--- src/rtl/mage_pkg.sv ---
// Shared defaults and width helpers for the HWLP reorder pipeline and its lanes.
package mage_pkg;

  localparam int N_AGE_D    = 8;
  localparam int RF_DEPTH_D = 8;
  localparam int N_LP_D     = 3;
  localparam int N_IVS_D    = 4;
  localparam int NBIT_IV_D  = 16;
  localparam int CNT_W_D    = 16;

  // An IV-constraint select equal to the loop count means "unconstrained".
  localparam int CSTR_NONE_D = N_LP_D;

  // Width of an RF-entry index; never below one bit so ports stay legal.
  function automatic int sel_w(input int rf_depth);
    return (rf_depth > 1) ? $clog2(rf_depth) : 1;
  endfunction

  // Width of an IV-constraint select (0..N_LP inclusive).
  function automatic int csel_w(input int n_lp);
    return (n_lp > 0) ? $clog2(n_lp + 1) : 1;
  endfunction

endpackage

--- src/rtl/hwlp_rou_pipe_if.sv ---
// Bus bundle between the HWLP register file / kernel control and the reorder pipeline.
interface hwlp_rou_pipe_if
  import mage_pkg::*;
#(
    parameter int N_AGE    = N_AGE_D,
    parameter int RF_DEPTH = RF_DEPTH_D,
    parameter int N_LP     = N_LP_D,
    parameter int N_IVS    = N_IVS_D,
    parameter int NBIT_IV  = NBIT_IV_D,
    parameter int CNT_W    = CNT_W_D
);
    localparam int SEL_W  = sel_w(RF_DEPTH);
    localparam int CSEL_W = csel_w(N_LP);

    // There is no per-AGE ready: stream_valid_o qualifies a beat, and the only
    // back-pressure is the global stall_i, which freezes every output and counter.
    logic                                          clear_i;
    logic                                          stall_i;
    logic [N_AGE-1:0]                              age_active_i;
    logic [N_AGE-1:0][SEL_W-1:0]                   hwlp_sel_i;
    logic [RF_DEPTH-1:0][N_LP-1:0][NBIT_IV-1:0]    hwlp_rf_i;
    logic [RF_DEPTH-1:0]                           hwlp_valid_i;
    logic [RF_DEPTH-1:0]                           end_lp_i;
    logic [RF_DEPTH-1:0][N_LP-1:0]                 hwlp_end_cond_i;
    logic [N_AGE-1:0][CSEL_W-1:0]                  iv_cstr_sel_i;
    logic [N_AGE-1:0][NBIT_IV-1:0]                 iv_cstr_val_i;
    logic [N_AGE-1:0]                              acc_store_i;
    logic [N_AGE-1:0][SEL_W-1:0]                   acc_lag_i;

    logic [N_AGE-1:0]                              stream_valid_o;
    logic [N_AGE-1:0]                              end_lp_o;
    logic [N_AGE-1:0]                              pea_acc_reset_o;
    logic [N_AGE-1:0][N_IVS-1:0][NBIT_IV-1:0]      hwlp_rou_o;
    logic [N_AGE-1:0][CNT_W-1:0]                   valid_cnt_o;

    modport master (
        output clear_i, stall_i, age_active_i, hwlp_sel_i, hwlp_rf_i, hwlp_valid_i,
               end_lp_i, hwlp_end_cond_i, iv_cstr_sel_i, iv_cstr_val_i, acc_store_i,
               acc_lag_i,
        input  stream_valid_o, end_lp_o, pea_acc_reset_o, hwlp_rou_o, valid_cnt_o
    );

    modport slave (
        input  clear_i, stall_i, age_active_i, hwlp_sel_i, hwlp_rf_i, hwlp_valid_i,
               end_lp_i, hwlp_end_cond_i, iv_cstr_sel_i, iv_cstr_val_i, acc_store_i,
               acc_lag_i,
        output stream_valid_o, end_lp_o, pea_acc_reset_o, hwlp_rou_o, valid_cnt_o
    );

endinterface

--- src/rtl/hwlp_rou_lane.sv ---
// One AGE lane: entry selection, IV constraint, accumulation-reset derivation,
// plus the lane's accumulation-init flag and saturating valid-beat counter.
module hwlp_rou_lane
  import mage_pkg::*;
#(
    parameter int RF_DEPTH = RF_DEPTH_D,
    parameter int N_LP     = N_LP_D,
    parameter int N_IVS    = N_IVS_D,
    parameter int NBIT_IV  = NBIT_IV_D,
    parameter int CNT_W    = CNT_W_D,
    localparam int SEL_W   = sel_w(RF_DEPTH),
    localparam int CSEL_W  = csel_w(N_LP)
) (
    input  logic                                       clk_i,
    input  logic                                       rst_n_i,
    input  logic                                       i_clear,
    input  logic                                       i_load,
    input  logic                                       i_active,
    input  logic [SEL_W-1:0]                           i_sel,
    input  logic [RF_DEPTH-1:0][N_LP-1:0][NBIT_IV-1:0] i_rf,
    input  logic [RF_DEPTH-1:0]                        i_valid,
    input  logic [RF_DEPTH-1:0]                        i_end_lp,
    input  logic [RF_DEPTH-1:0][N_LP-1:0]              i_end_cond,
    input  logic [CSEL_W-1:0]                          i_cstr_sel,
    input  logic [NBIT_IV-1:0]                         i_cstr_val,
    input  logic                                       i_acc_store,
    input  logic [SEL_W-1:0]                           i_acc_lag,
    output logic                                       o_sv,
    output logic                                       o_end,
    output logic                                       o_ar,
    output logic [N_IVS-1:0][NBIT_IV-1:0]              o_ivs,
    output logic [CNT_W-1:0]                           o_cnt
);
    logic [SEL_W-1:0]            w_p;
    logic [N_LP:0][NBIT_IV-1:0]  w_ext;
    logic [N_LP-1:0]             w_mask;
    logic                        w_constrained;
    logic                        w_hit;
    logic                        w_lo_zero;
    logic                        w_lag_zero;
    logic                        w_cv;
    logic                        w_ar_raw;

    logic                        r_init_done;
    logic [CNT_W-1:0]            r_cnt;

    always_comb begin
        // Modular subtraction in SEL_W bits gives the wrap-around lag entry.
        w_p           = i_sel - i_acc_lag;
        w_ext         = '0;
        w_mask        = '0;
        w_hit         = 1'b0;
        w_lo_zero     = 1'b1;
        w_lag_zero    = 1'b0;
        w_constrained = (i_cstr_sel < CSEL_W'(N_LP));
        for (int j = 0; j < N_LP; j++) begin
            w_ext[j] = i_rf[i_sel][j];
            if (CSEL_W'(j) < i_cstr_sel) begin
                w_mask[j] = 1'b1;
                if (i_rf[i_sel][j] != '0) w_lo_zero = 1'b0;
            end
            if (CSEL_W'(j) == i_cstr_sel) begin
                w_hit      = (i_rf[i_sel][j] == i_cstr_val);
                w_lag_zero = (i_rf[w_p][j] == '0);
            end
        end
        w_cv = w_constrained ? (w_hit & w_lo_zero) : 1'b1;

        if (!i_acc_store) begin
            w_ar_raw = 1'b0;
        end else if (!r_init_done) begin
            w_ar_raw = i_valid[w_p];
        end else begin
            w_ar_raw = w_constrained & w_lag_zero & ((i_end_cond[w_p] & w_mask) == w_mask);
        end

        o_sv  = i_active & i_valid[i_sel] & w_cv;
        o_end = i_active & i_end_lp[i_sel];
        o_ar  = i_active & w_ar_raw;
        o_ivs = '0;
        for (int j = 0; j < N_IVS; j++) begin
            o_ivs[j] = i_active ? w_ext[j] : '0;
        end
    end

    always_ff @(posedge clk_i or negedge rst_n_i) begin
        if (!rst_n_i) begin
            r_init_done <= 1'b0;
            r_cnt       <= '0;
        end else if (i_clear) begin
            r_init_done <= 1'b0;
            r_cnt       <= '0;
        end else if (i_load) begin
            if (o_ar) r_init_done <= 1'b1;
            if (o_sv && (r_cnt != '1)) r_cnt <= r_cnt + 1'b1;
        end
    end

    assign o_cnt = r_cnt;

endmodule

--- src/rtl/hwlp_rou_pipe.sv ---
// Pipelined HWLP reorder unit: N_AGE lanes feeding one registered output stage
// with global stall and synchronous clear (clear wins over stall).
module hwlp_rou_pipe
  import mage_pkg::*;
#(
    parameter int N_AGE    = N_AGE_D,
    parameter int RF_DEPTH = RF_DEPTH_D,
    parameter int N_LP     = N_LP_D,
    parameter int N_IVS    = N_IVS_D,
    parameter int NBIT_IV  = NBIT_IV_D,
    parameter int CNT_W    = CNT_W_D
) (
    input  logic           clk_i,
    input  logic           rst_n_i,
    hwlp_rou_pipe_if.slave bus
);
    logic                                     w_load;
    logic [N_AGE-1:0]                         w_sv;
    logic [N_AGE-1:0]                         w_end;
    logic [N_AGE-1:0]                         w_ar;
    logic [N_AGE-1:0][N_IVS-1:0][NBIT_IV-1:0] w_ivs;
    logic [N_AGE-1:0][CNT_W-1:0]              w_cnt;

    logic [N_AGE-1:0]                         r_sv;
    logic [N_AGE-1:0]                         r_end;
    logic [N_AGE-1:0]                         r_ar;
    logic [N_AGE-1:0][N_IVS-1:0][NBIT_IV-1:0] r_ivs;

    assign w_load = ~bus.stall_i & ~bus.clear_i;

    for (genvar g = 0; g < N_AGE; g++) begin : g_lane
        hwlp_rou_lane #(
            .RF_DEPTH (RF_DEPTH),
            .N_LP     (N_LP),
            .N_IVS    (N_IVS),
            .NBIT_IV  (NBIT_IV),
            .CNT_W    (CNT_W)
        ) u_lane (
            .clk_i       (clk_i),
            .rst_n_i     (rst_n_i),
            .i_clear     (bus.clear_i),
            .i_load      (w_load),
            .i_active    (bus.age_active_i[g]),
            .i_sel       (bus.hwlp_sel_i[g]),
            .i_rf        (bus.hwlp_rf_i),
            .i_valid     (bus.hwlp_valid_i),
            .i_end_lp    (bus.end_lp_i),
            .i_end_cond  (bus.hwlp_end_cond_i),
            .i_cstr_sel  (bus.iv_cstr_sel_i[g]),
            .i_cstr_val  (bus.iv_cstr_val_i[g]),
            .i_acc_store (bus.acc_store_i[g]),
            .i_acc_lag   (bus.acc_lag_i[g]),
            .o_sv        (w_sv[g]),
            .o_end       (w_end[g]),
            .o_ar        (w_ar[g]),
            .o_ivs       (w_ivs[g]),
            .o_cnt       (w_cnt[g])
        );
    end

    always_ff @(posedge clk_i or negedge rst_n_i) begin
        if (!rst_n_i) begin
            r_sv  <= '0;
            r_end <= '0;
            r_ar  <= '0;
            r_ivs <= '0;
        end else if (bus.clear_i) begin
            r_sv  <= '0;
            r_end <= '0;
            r_ar  <= '0;
            r_ivs <= '0;
        end else if (!bus.stall_i) begin
            r_sv  <= w_sv;
            r_end <= w_end;
            r_ar  <= w_ar;
            r_ivs <= w_ivs;
        end
    end

    assign bus.stream_valid_o  = r_sv;
    assign bus.end_lp_o        = r_end;
    assign bus.pea_acc_reset_o = r_ar;
    assign bus.hwlp_rou_o      = r_ivs;
    assign bus.valid_cnt_o     = w_cnt;

endmodule

--- src/flat_wrapper.sv ---
// flat-port wrapper written by rule: the top's interface ports become plain ports
module hwlp_rou_pipe_flat import mage_pkg::*;
#(
    parameter int N_AGE    = N_AGE_D,
    parameter int RF_DEPTH = RF_DEPTH_D,
    parameter int N_LP     = N_LP_D,
    parameter int N_IVS    = N_IVS_D,
    parameter int NBIT_IV  = NBIT_IV_D,
    parameter int CNT_W    = CNT_W_D
)
  (clk_i, rst_n_i, bus_clear_i, bus_stall_i, bus_age_active_i, bus_hwlp_sel_i, bus_hwlp_rf_i, bus_hwlp_valid_i, bus_end_lp_i, bus_hwlp_end_cond_i, bus_iv_cstr_sel_i, bus_iv_cstr_val_i, bus_acc_store_i, bus_acc_lag_i, bus_stream_valid_o, bus_end_lp_o, bus_pea_acc_reset_o, bus_hwlp_rou_o, bus_valid_cnt_o);
  hwlp_rou_pipe_if #(.N_AGE(N_AGE), .RF_DEPTH(RF_DEPTH), .N_LP(N_LP), .N_IVS(N_IVS), .NBIT_IV(NBIT_IV), .CNT_W(CNT_W)) bus_i ();
  input  logic clk_i;
  input  logic rst_n_i;
  input wire logic [$bits(bus_i.clear_i)-1:0] bus_clear_i;
  input wire logic [$bits(bus_i.stall_i)-1:0] bus_stall_i;
  input wire logic [$bits(bus_i.age_active_i)-1:0] bus_age_active_i;
  input wire logic [$bits(bus_i.hwlp_sel_i)-1:0] bus_hwlp_sel_i;
  input wire logic [$bits(bus_i.hwlp_rf_i)-1:0] bus_hwlp_rf_i;
  input wire logic [$bits(bus_i.hwlp_valid_i)-1:0] bus_hwlp_valid_i;
  input wire logic [$bits(bus_i.end_lp_i)-1:0] bus_end_lp_i;
  input wire logic [$bits(bus_i.hwlp_end_cond_i)-1:0] bus_hwlp_end_cond_i;
  input wire logic [$bits(bus_i.iv_cstr_sel_i)-1:0] bus_iv_cstr_sel_i;
  input wire logic [$bits(bus_i.iv_cstr_val_i)-1:0] bus_iv_cstr_val_i;
  input wire logic [$bits(bus_i.acc_store_i)-1:0] bus_acc_store_i;
  input wire logic [$bits(bus_i.acc_lag_i)-1:0] bus_acc_lag_i;
  output wire logic [$bits(bus_i.stream_valid_o)-1:0] bus_stream_valid_o;
  output wire logic [$bits(bus_i.end_lp_o)-1:0] bus_end_lp_o;
  output wire logic [$bits(bus_i.pea_acc_reset_o)-1:0] bus_pea_acc_reset_o;
  output wire logic [$bits(bus_i.hwlp_rou_o)-1:0] bus_hwlp_rou_o;
  output wire logic [$bits(bus_i.valid_cnt_o)-1:0] bus_valid_cnt_o;
  assign bus_i.clear_i = bus_clear_i;
  assign bus_i.stall_i = bus_stall_i;
  assign bus_i.age_active_i = bus_age_active_i;
  assign bus_i.hwlp_sel_i = bus_hwlp_sel_i;
  assign bus_i.hwlp_rf_i = bus_hwlp_rf_i;
  assign bus_i.hwlp_valid_i = bus_hwlp_valid_i;
  assign bus_i.end_lp_i = bus_end_lp_i;
  assign bus_i.hwlp_end_cond_i = bus_hwlp_end_cond_i;
  assign bus_i.iv_cstr_sel_i = bus_iv_cstr_sel_i;
  assign bus_i.iv_cstr_val_i = bus_iv_cstr_val_i;
  assign bus_i.acc_store_i = bus_acc_store_i;
  assign bus_i.acc_lag_i = bus_acc_lag_i;
  assign bus_stream_valid_o = bus_i.stream_valid_o;
  assign bus_end_lp_o = bus_i.end_lp_o;
  assign bus_pea_acc_reset_o = bus_i.pea_acc_reset_o;
  assign bus_hwlp_rou_o = bus_i.hwlp_rou_o;
  assign bus_valid_cnt_o = bus_i.valid_cnt_o;
  hwlp_rou_pipe #(.N_AGE(N_AGE), .RF_DEPTH(RF_DEPTH), .N_LP(N_LP), .N_IVS(N_IVS), .NBIT_IV(NBIT_IV), .CNT_W(CNT_W)) u_core (.clk_i(clk_i), .rst_n_i(rst_n_i), .bus(bus_i));
endmodule
--- config.mk ---
export PLATFORM = sky130hd
export DESIGN_NAME = hwlp_rou_pipe_flat
export DESIGN_NICKNAME = d
export VERILOG_FILES = /design/src/rtl/mage_pkg.sv /design/src/rtl/hwlp_rou_pipe_if.sv /design/src/rtl/hwlp_rou_lane.sv /design/src/rtl/hwlp_rou_pipe.sv /design/src/flat_wrapper.sv
export SDC_FILE = /design/constraint.sdc
export NUM_CORES = 2
export LEC_CHECK = 0
export ABC_CLOCK_PERIOD_IN_PS = 3000
export BUFFER_PORTS_ARGS = -buffer_cell sky130_fd_sc_hd__buf_2
export CORE_AREA = 2 2 505 507
export CTS_BUF_LIST = sky130_fd_sc_hd__clkbuf_4 sky130_fd_sc_hd__clkbuf_8 sky130_fd_sc_hd__clkbuf_16
export DETAILED_ROUTE_END_ITERATION = 10
export DIE_AREA = 0 0 507 509
export PLACE_DENSITY_LB_ADDON = 0.08
export SETUP_SLACK_MARGIN = 0.02
export SYNTH_ARGS = -nofsm -noshare
export SYNTH_HDL_FRONTEND = slang
export SYNTH_SLANG_ARGS = --single-unit
--- constraint.sdc ---
create_clock -name clk_i -period 3 [get_ports clk_i]
set_clock_uncertainty 0.15 [all_clocks]
set_input_delay 0.45 -clock clk_i [delete_from_list [all_inputs] [get_ports clk_i]]
set_output_delay 0.45 -clock clk_i [all_outputs]
set_load 0.02 [all_outputs]
Yosys cells after proc, flatten, opt, wreduce, memory -nomap -nowiden. Index checks and enable logic that the tools add are counted.

Output and inout port bits: 664. Bits of input ports: 636. Word-level logic and storage cells: 656. Bits in registers: 672.

Eq/ne operators: 57. Reductions and logical operators: 97. Mux-type cells: 320. Add/sub/neg operators: 16. Order comparisons: 48. Bitwise gates (word level): 67.

Operators with widths (number): $bmux 48 s3 (16); $mux 512 (2); $mux 16 (48); $mux 48 (16); $eq 16x16->1 (24); $logic_not 16->1 (24); $reduce_bool 16->1 (24); $mux 1 (192); $add 16x1->16 const B (8); $ne 16x16->1 const B (8); $bmux 1 s3 (24); $bmux 3 s3 (8); $lt 3x4->1 const B (16); $and 1x1->1 (57); $mux 8 (6); $reduce_bool 2->1 (17); $lt 1x2->1 const A (16); $reduce_and 2->1 (16); $and 3x3->3 (8); $eq 3x3->1 (8); $mux 3 (8); $sub 3x3->3 (8); $eq 1x2->1 const A (8); $eq 2x2->1 const A (8); 6 further kinds (35).

Logic depth before layout (Yosys ltp).
Depth in word-level cells: 16. Gate-level depth with buffers: 18.

Hierarchy. From an unflattened synthesis, not the netlist that was laid out.

Cell total of the unflattened synthesis: 7521. Area, all modules: 74270.0 µm².

By module, submodules not included: hwlp_rou_lane (u_core.g_lane[1].u_lane ...) (cells each 697, sequential area each 425.4 µm², area an instance 6467.5 µm², instances 5); hwlp_rou_pipe (cells each 1729, sequential area each 13412.9 µm², area an instance 22007.4 µm², instances 1); hwlp_rou_lane (u_core.g_lane[0].u_lane) (cells each 827, sequential area each 425.4 µm², area an instance 6985.4 µm², instances 1); hwlp_rou_lane (u_core.g_lane[7].u_lane) (cells each 742, sequential area each 425.4 µm², area an instance 6473.7 µm², instances 1); hwlp_rou_lane (u_core.g_lane[6].u_lane) (cells each 738, sequential area each 425.4 µm², area an instance 6466.2 µm², instances 1).

Least setup slack after synthesis. Ideal clock, no wire load.

Path kind: input-to-reg. From: input bus_hwlp_sel_i[3]. To: register u_core.g_lane[1].u_lane.r_init_done. Stages on the path: 15. Setup time: 0.083 ns. Required time: 2.767 ns. Path slack: -1.578 ns. Arrival time: 4.346 ns. Buffers on the path: 3. Cells stage by stage: buf_2 > inv_2 > buf_1 > clkbuf_1 > ha_1 > inv_1 > fa_1 > xor2_1 > xnor2_1 > mux4_2 > mux2_2 > a211oi_1 > o311a_1 > o211ai_1 > o21ai_0.

Cells in the longest elaborated chain, start to end: 14. Elaborated cells between the ends (all ways): 22.

Ends and longest elaborated chain: start: declaration (RTL line flat_wrapper.sv:18) `input wire logic [$bits(bus_i.hwlp_sel_i)-1:0] bus_hwlp_sel_i;`; $sub 3x3->3 * (RTL line hwlp_rou_lane.sv:49) `w_p = i_sel - i_acc_lag;`; $bmux 48 s3 (RTL line hwlp_rou_lane.sv:64) `w_lag_zero = (i_rf[w_p][j] == '0);`; $mux 48 (implied by the code) (RTL line hwlp_rou_lane.sv:64); $logic_not 16->1 (RTL line hwlp_rou_lane.sv:64); $mux 1 (3 in a row) (RTL line hwlp_rou_lane.sv:62) `if (CSEL_W'(j) == i_cstr_sel) begin`; $and 1x1->1 (2 in a row) (RTL line hwlp_rou_lane.sv:74) `w_ar_raw = w_constrained & w_lag_zero & ((i_end_cond[w_p] & w_mask) == w_mask);`; $mux 1 * (RTL line hwlp_rou_lane.sv:71) `end else if (!r_init_done) begin`; $mux 1 * (RTL line hwlp_rou_lane.sv:69) `if (!i_acc_store) begin`; $and 1x1->1 * (RTL line hwlp_rou_lane.sv:79) `o_ar = i_active & w_ar_raw;`; $reduce_bool 2->1 (no source line) *; $reduce_and 2->1 (no source line) *; end signal: assignment (RTL line hwlp_rou_lane.sv:88) `r_init_done <= 1'b0;`; end signal: assignment (RTL line hwlp_rou_lane.sv:91) `r_init_done <= 1'b0;`; end signal: assignment (RTL line hwlp_rou_lane.sv:94) `if (o_ar) r_init_done <= 1'b1;`; end: declaration (RTL line hwlp_rou_lane.sv:44) `logic r_init_done;`.

Mark *: on every way between the ends. The rest lies on a longest branch, timed or not. The select of a mux whose other input is x is not followed. A chain may end at the register's enable or synchronous reset.

Worst setup path in the final report.
From: input bus_hwlp_sel_i[19]. To: register u_core.g_lane[6].u_lane.r_cnt[7].

Cells in the longest elaborated chain, start to end: 15. Elaborated cells between the ends (all ways): 26.

Ends and longest elaborated chain: $bmux 48 s3 (RTL line hwlp_rou_lane.sv:60, hwlp_rou_lane.sv:63); $mux 48 (implied by the code) (RTL line hwlp_rou_lane.sv:60, hwlp_rou_lane.sv:63); $reduce_bool 16->1 (RTL line hwlp_rou_lane.sv:60) `if (i_rf[i_sel][j] != '0) w_lo_zero = 1'b0;`; $mux 1 (RTL line hwlp_rou_lane.sv:60); $mux 1 (RTL line hwlp_rou_lane.sv:58) `if (CSEL_W'(j) < i_cstr_sel) begin`; $mux 1 (RTL line hwlp_rou_lane.sv:60); $mux 1 (RTL line hwlp_rou_lane.sv:58); $mux 1 (RTL line hwlp_rou_lane.sv:60); $mux 1 (RTL line hwlp_rou_lane.sv:58); $and 1x1->1 (RTL line hwlp_rou_lane.sv:67) `w_cv = w_constrained ? (w_hit & w_lo_zero) : 1'b1;`; $mux 1 (RTL line hwlp_rou_lane.sv:67); $and 1x1->1 * (RTL line hwlp_rou_lane.sv:77) `o_sv = i_active & i_valid[i_sel] & w_cv;`; $logic_and 1x1->1 * (RTL line hwlp_rou_lane.sv:95) `if (o_sv && (r_cnt != '1)) r_cnt <= r_cnt + 1'b1;`; $reduce_bool 2->1 (no source line) *; $reduce_and 2->1 (no source line) *; end signal: assignment (RTL line hwlp_rou_lane.sv:95); end: declaration (RTL line hwlp_rou_lane.sv:45) `logic [CNT_W-1:0] r_cnt;`.

Marks and branches as above.

==> summary.md <==
| Metric | Value |
|---|---|
| Global placer's final weighted congestion | roughly 1.1 |
| Synth cell types | between 90 and 100 |
| Hold slack | 0.0761 ns |
| Initial antenna violation count | about 130 |
| CORE AREA | approximately 250,000 um2 |
| Gr ovfl total | 0 |
| Sw frac | 0.424 |
| Commonest non-fill, non-tap cell in the layout | buf_4 |
| Die Y | ~510 um |
| Num ports | 1,300 |
| Least-Margin Pin Slew | between 0.9 and 1 ns |
| Final wirelength | around 620,000 um |
| Via count | 76,487 |
| Final setup viols | 138 |
| Min-delay src | bus_age_active_i[5] |
| Per-cell routed wire length | a little under 50 um |
| Reg-to-reg slack, setup | -0.08 ns |
| R2R depth | 10 |
| Largest net degree at the start of global routing | 90 |
| Num rows | approximately 190 |
| Pre-CTS setup slack | -2.29 ns |
| Mapped Cells | 5,762 |
| Die area | about 260,000 um2 |
| Post-synth EDFFs | 0 |
| CTS tree | done |
| Buffer levels on the longest clock path | 3 |
| Max Freq | approximately 260 MHz |
| Worst r2r src | u_core.g_lane[2].u_lane.o_cnt[7] |
| Final Power | around 38 mW |
| Internal power | 21.8 mW |
| Final cell count without fillers | approximately 13,000 |
| Critical path startpoint | bus_hwlp_sel_i[19] |
| Power per cell area | between 300 and 400 nW/um2 |
| Final period utilization | 1.28 |
| Reg clk slew, reported paths | 0.06 ns |
| WHS Path Cells | 3 |
| Drt drc | 0 |
| Rel. slew slack | 0.341 |
| Critical Path RT | roughly 3.5 ns |
| # Max-Cap Violations | 0 |
| RR Endpoint | u_core.g_lane[2].u_lane.o_cnt[13] |
| Final worst slack | -0.828 ns |
| Inserted Clock Buffers | between 70 and 80 |
| Failing checks | negative setup slack |
| Sequential share of the synthesized area | 0.229 |
| CP Data Arrival Time | 4.31 ns |
| Time the worst path needs with I/O delays and setup | roughly 3.8 ns |
| Setup TNS | -49.72 ns |
| Max H-tree Level | 3 |
| Post-DP Area | about 91,000 um2 |
| Crit path kind | in2reg |
| Port Buffers | between 1,000 and 1,500 |
| Post-DP HPWL | 510,000 um |
| Worst-Skew Late Latency | just under 0.8 ns |
| Hold Vio Cnt, Final | 0 |
| Share of cells above drive strength 1 | 0.608 |
| Logic gate share of total power | 0.544 |
| Vias in the first global route | between 70,000 and 80,000 |
| DIE WIDTH | a little over 500 um |
| Avg Inst Size Synth | around 10 um2 |
| Max rail drop VDD | 0.480 mV |
| Seq pwr share | 0.206 |
| Inst Count DP | about 12,000 |
| Vias per cell | 5.98 |
| Hold Path Class | in2reg |
| Root Buffer | clkbuf_16 |
| First-pass GRT wire length | about 780,000 um |
| Post-Route Utilization | 0.411 |
| Total Routing Usage GR | 0.464 |
| Status | finished with violations |
| Yosys warning count | 0 |
| Clock share of power | 0.250 |
| Type of origin of the critical path | input pin |
| Most frequent cells in the layout | buf_4 (2,203), buf_2 (1,077), mux4_2 (760), nand2_1 (586), dfrtp_1 (544) |
| Clock Sink Count | 544 |
| Pins over their slew limit | 0 |
| Synthesis-stage register bit count | roughly 540 |
| First-pass iteration count of the detailed router | 6 |
| Synth-to-layout area growth | 74.4% |
| First DRT Iteration DRCs | roughly 10,000 |
| Top_reg_cell synth | dfrtp_1 |
| Final ANT Viol Nets | 0 |
| Final net count | roughly 10,000 |
| Crit-path max FO | 8 |
| Fraction of registers with async set/reset | 1.00 |
| Initial core utilization | 0.235 |
| Sw Pwr | ~16 mW |
| Critical path endpoint category | flop |
| Mapped Area | ~60,000 um2 |
| LEAKAGE | about 46 nW |
| Worst Setup EP | u_core.g_lane[6].u_lane.o_cnt[7] |
| RSZ-0062 raised after global routing | true |
| Post-Layout Inst Area | a little over 100,000 um2 |
-- cell usage after synthesis, drive strengths merged (28+ instances only) --
cell,n,share of area
and2,28,0.0029
inv,80,0.0050
dfrtp,544,0.23
clkbuf,331,0.021
mux2i,580,0.098
nand3,134,0.011
xor2,175,0.026
nand4,111,0.012
a22o,48,0.0071
mux2,119,0.023
or3,35,0.0037
nor3,91,0.0077
xnor2,244,0.036
mux4,764,0.29
nor4,186,0.020
o22ai,31,0.0033
buf,369,0.037
and3,48,0.0050
a22oi,81,0.010
nand2,606,0.038
nor2b,74,0.0078
a21oi,85,0.0071
nor2,241,0.015
o21ai,417,0.035
-- critical path, cell delays in order --
cell      delay, ns
buf_16         0.15
buf_16         0.19
buf_4          0.14
buf_12         0.13
nor2_4         0.27
buf_6          0.28
a22oi_1        0.21
and3b_1        0.24
nor3_2         0.30
nand4_1        0.15
or3_4          0.42
a21oi_4        0.18
buf_12         0.17
o211ai_4       0.13
buf_6          0.18
nor4_4         0.28
mux2_4         0.32
-- how the worst min path moves through the flow --
stage | to | slack [ns]
2_1_floorplan | u_core.bus.end_lp_o[0] | 0.004
3_3_place_gp | u_core.bus.pea_acc_reset_o[2] | 0.30
3_5_place_dp | u_core.bus.pea_acc_reset_o[2] | 0.31
4_1_cts | u_core.g_lane[0].u_lane.r_init_done | 0.05
5_1_grt | u_core.bus.stream_valid_o[1] | 0.08
6_report | u_core.bus.end_lp_o[5] | 0.08
-- layer usage --
metal / vias to the layer above / track usage / part of all wire
li1: 29267 / - / -
met1: 39623 / 0.569 / 0.38
met2: 5930 / 0.669 / 0.41
met3: 1641 / 0.146 / 0.11
met4: 26 / 0.371 / 0.10
met5: - / 0.00315 / 0.00042
-- power groups by stage --
| stage | Sequential, mW | Combinational [mW] | Clock (mW) |
|---|---|---|---|
| global route | 7.85 | 20.6 | 9.88 |
| CTS | 7.82 | 19.3 | 9.61 |
| global placement | 7.94 | 17.8 | 0 |
| finish | 7.82 | 20.6 | 9.47 |
| floorplan | 8.24 | 6.24 | 0 |
| detailed placement | 7.94 | 17.8 | 0 |
-- logic make-up after synthesis --
kind of cell	count (synthesis)	share of synthesized area
buffers and inverters	781	0.0632
adder cells (fa/ha/maj)	24	0.00606
other	1	0.0000630
XOR/XNOR	419	0.0618
AO/OA/AOI/OAI	881	0.0940
AND/OR/NAND/NOR	1649	0.136
flip-flops	544	0.229
multiplexers	1463	0.410
-- timing repair --
item,in CTS,in global routing
setup buffers,203,130
hold buffers,11,0
endpoints found under the hold margin,39,0
setup endpoints to repair,151,150
gates cloned,33,3
pin swaps,142,160
resized for setup,796,491
-- flip-flops by register name (all words and copies together), names as in the netlist --
signal and cells:
u_core.g_lane.u_lane.r_init_done 8, u_core.bus.pea_acc_reset_o 8, u_core.bus.stream_valid_o 8, u_core.bus.hwlp_rou_o 384, u_core.bus.end_lp_o 8, u_core.g_lane.u_lane.o_cnt 128
-- final cells by class --
class | instances | area [um2]
repair inverters | 2 | 60.1
fillers | 25120 | 149000
well taps | 3366 | 4210
multi-input cells | 4565 | 47600
clock buffers | 103 | 2110
diodes | 72 | 180
inverters | 81 | 458
flip-flops and latches | 544 | 13600
repair buffers | 4036 | 35100
clock inverters | 26 | 405
Power figures use the tool's default switching activity.
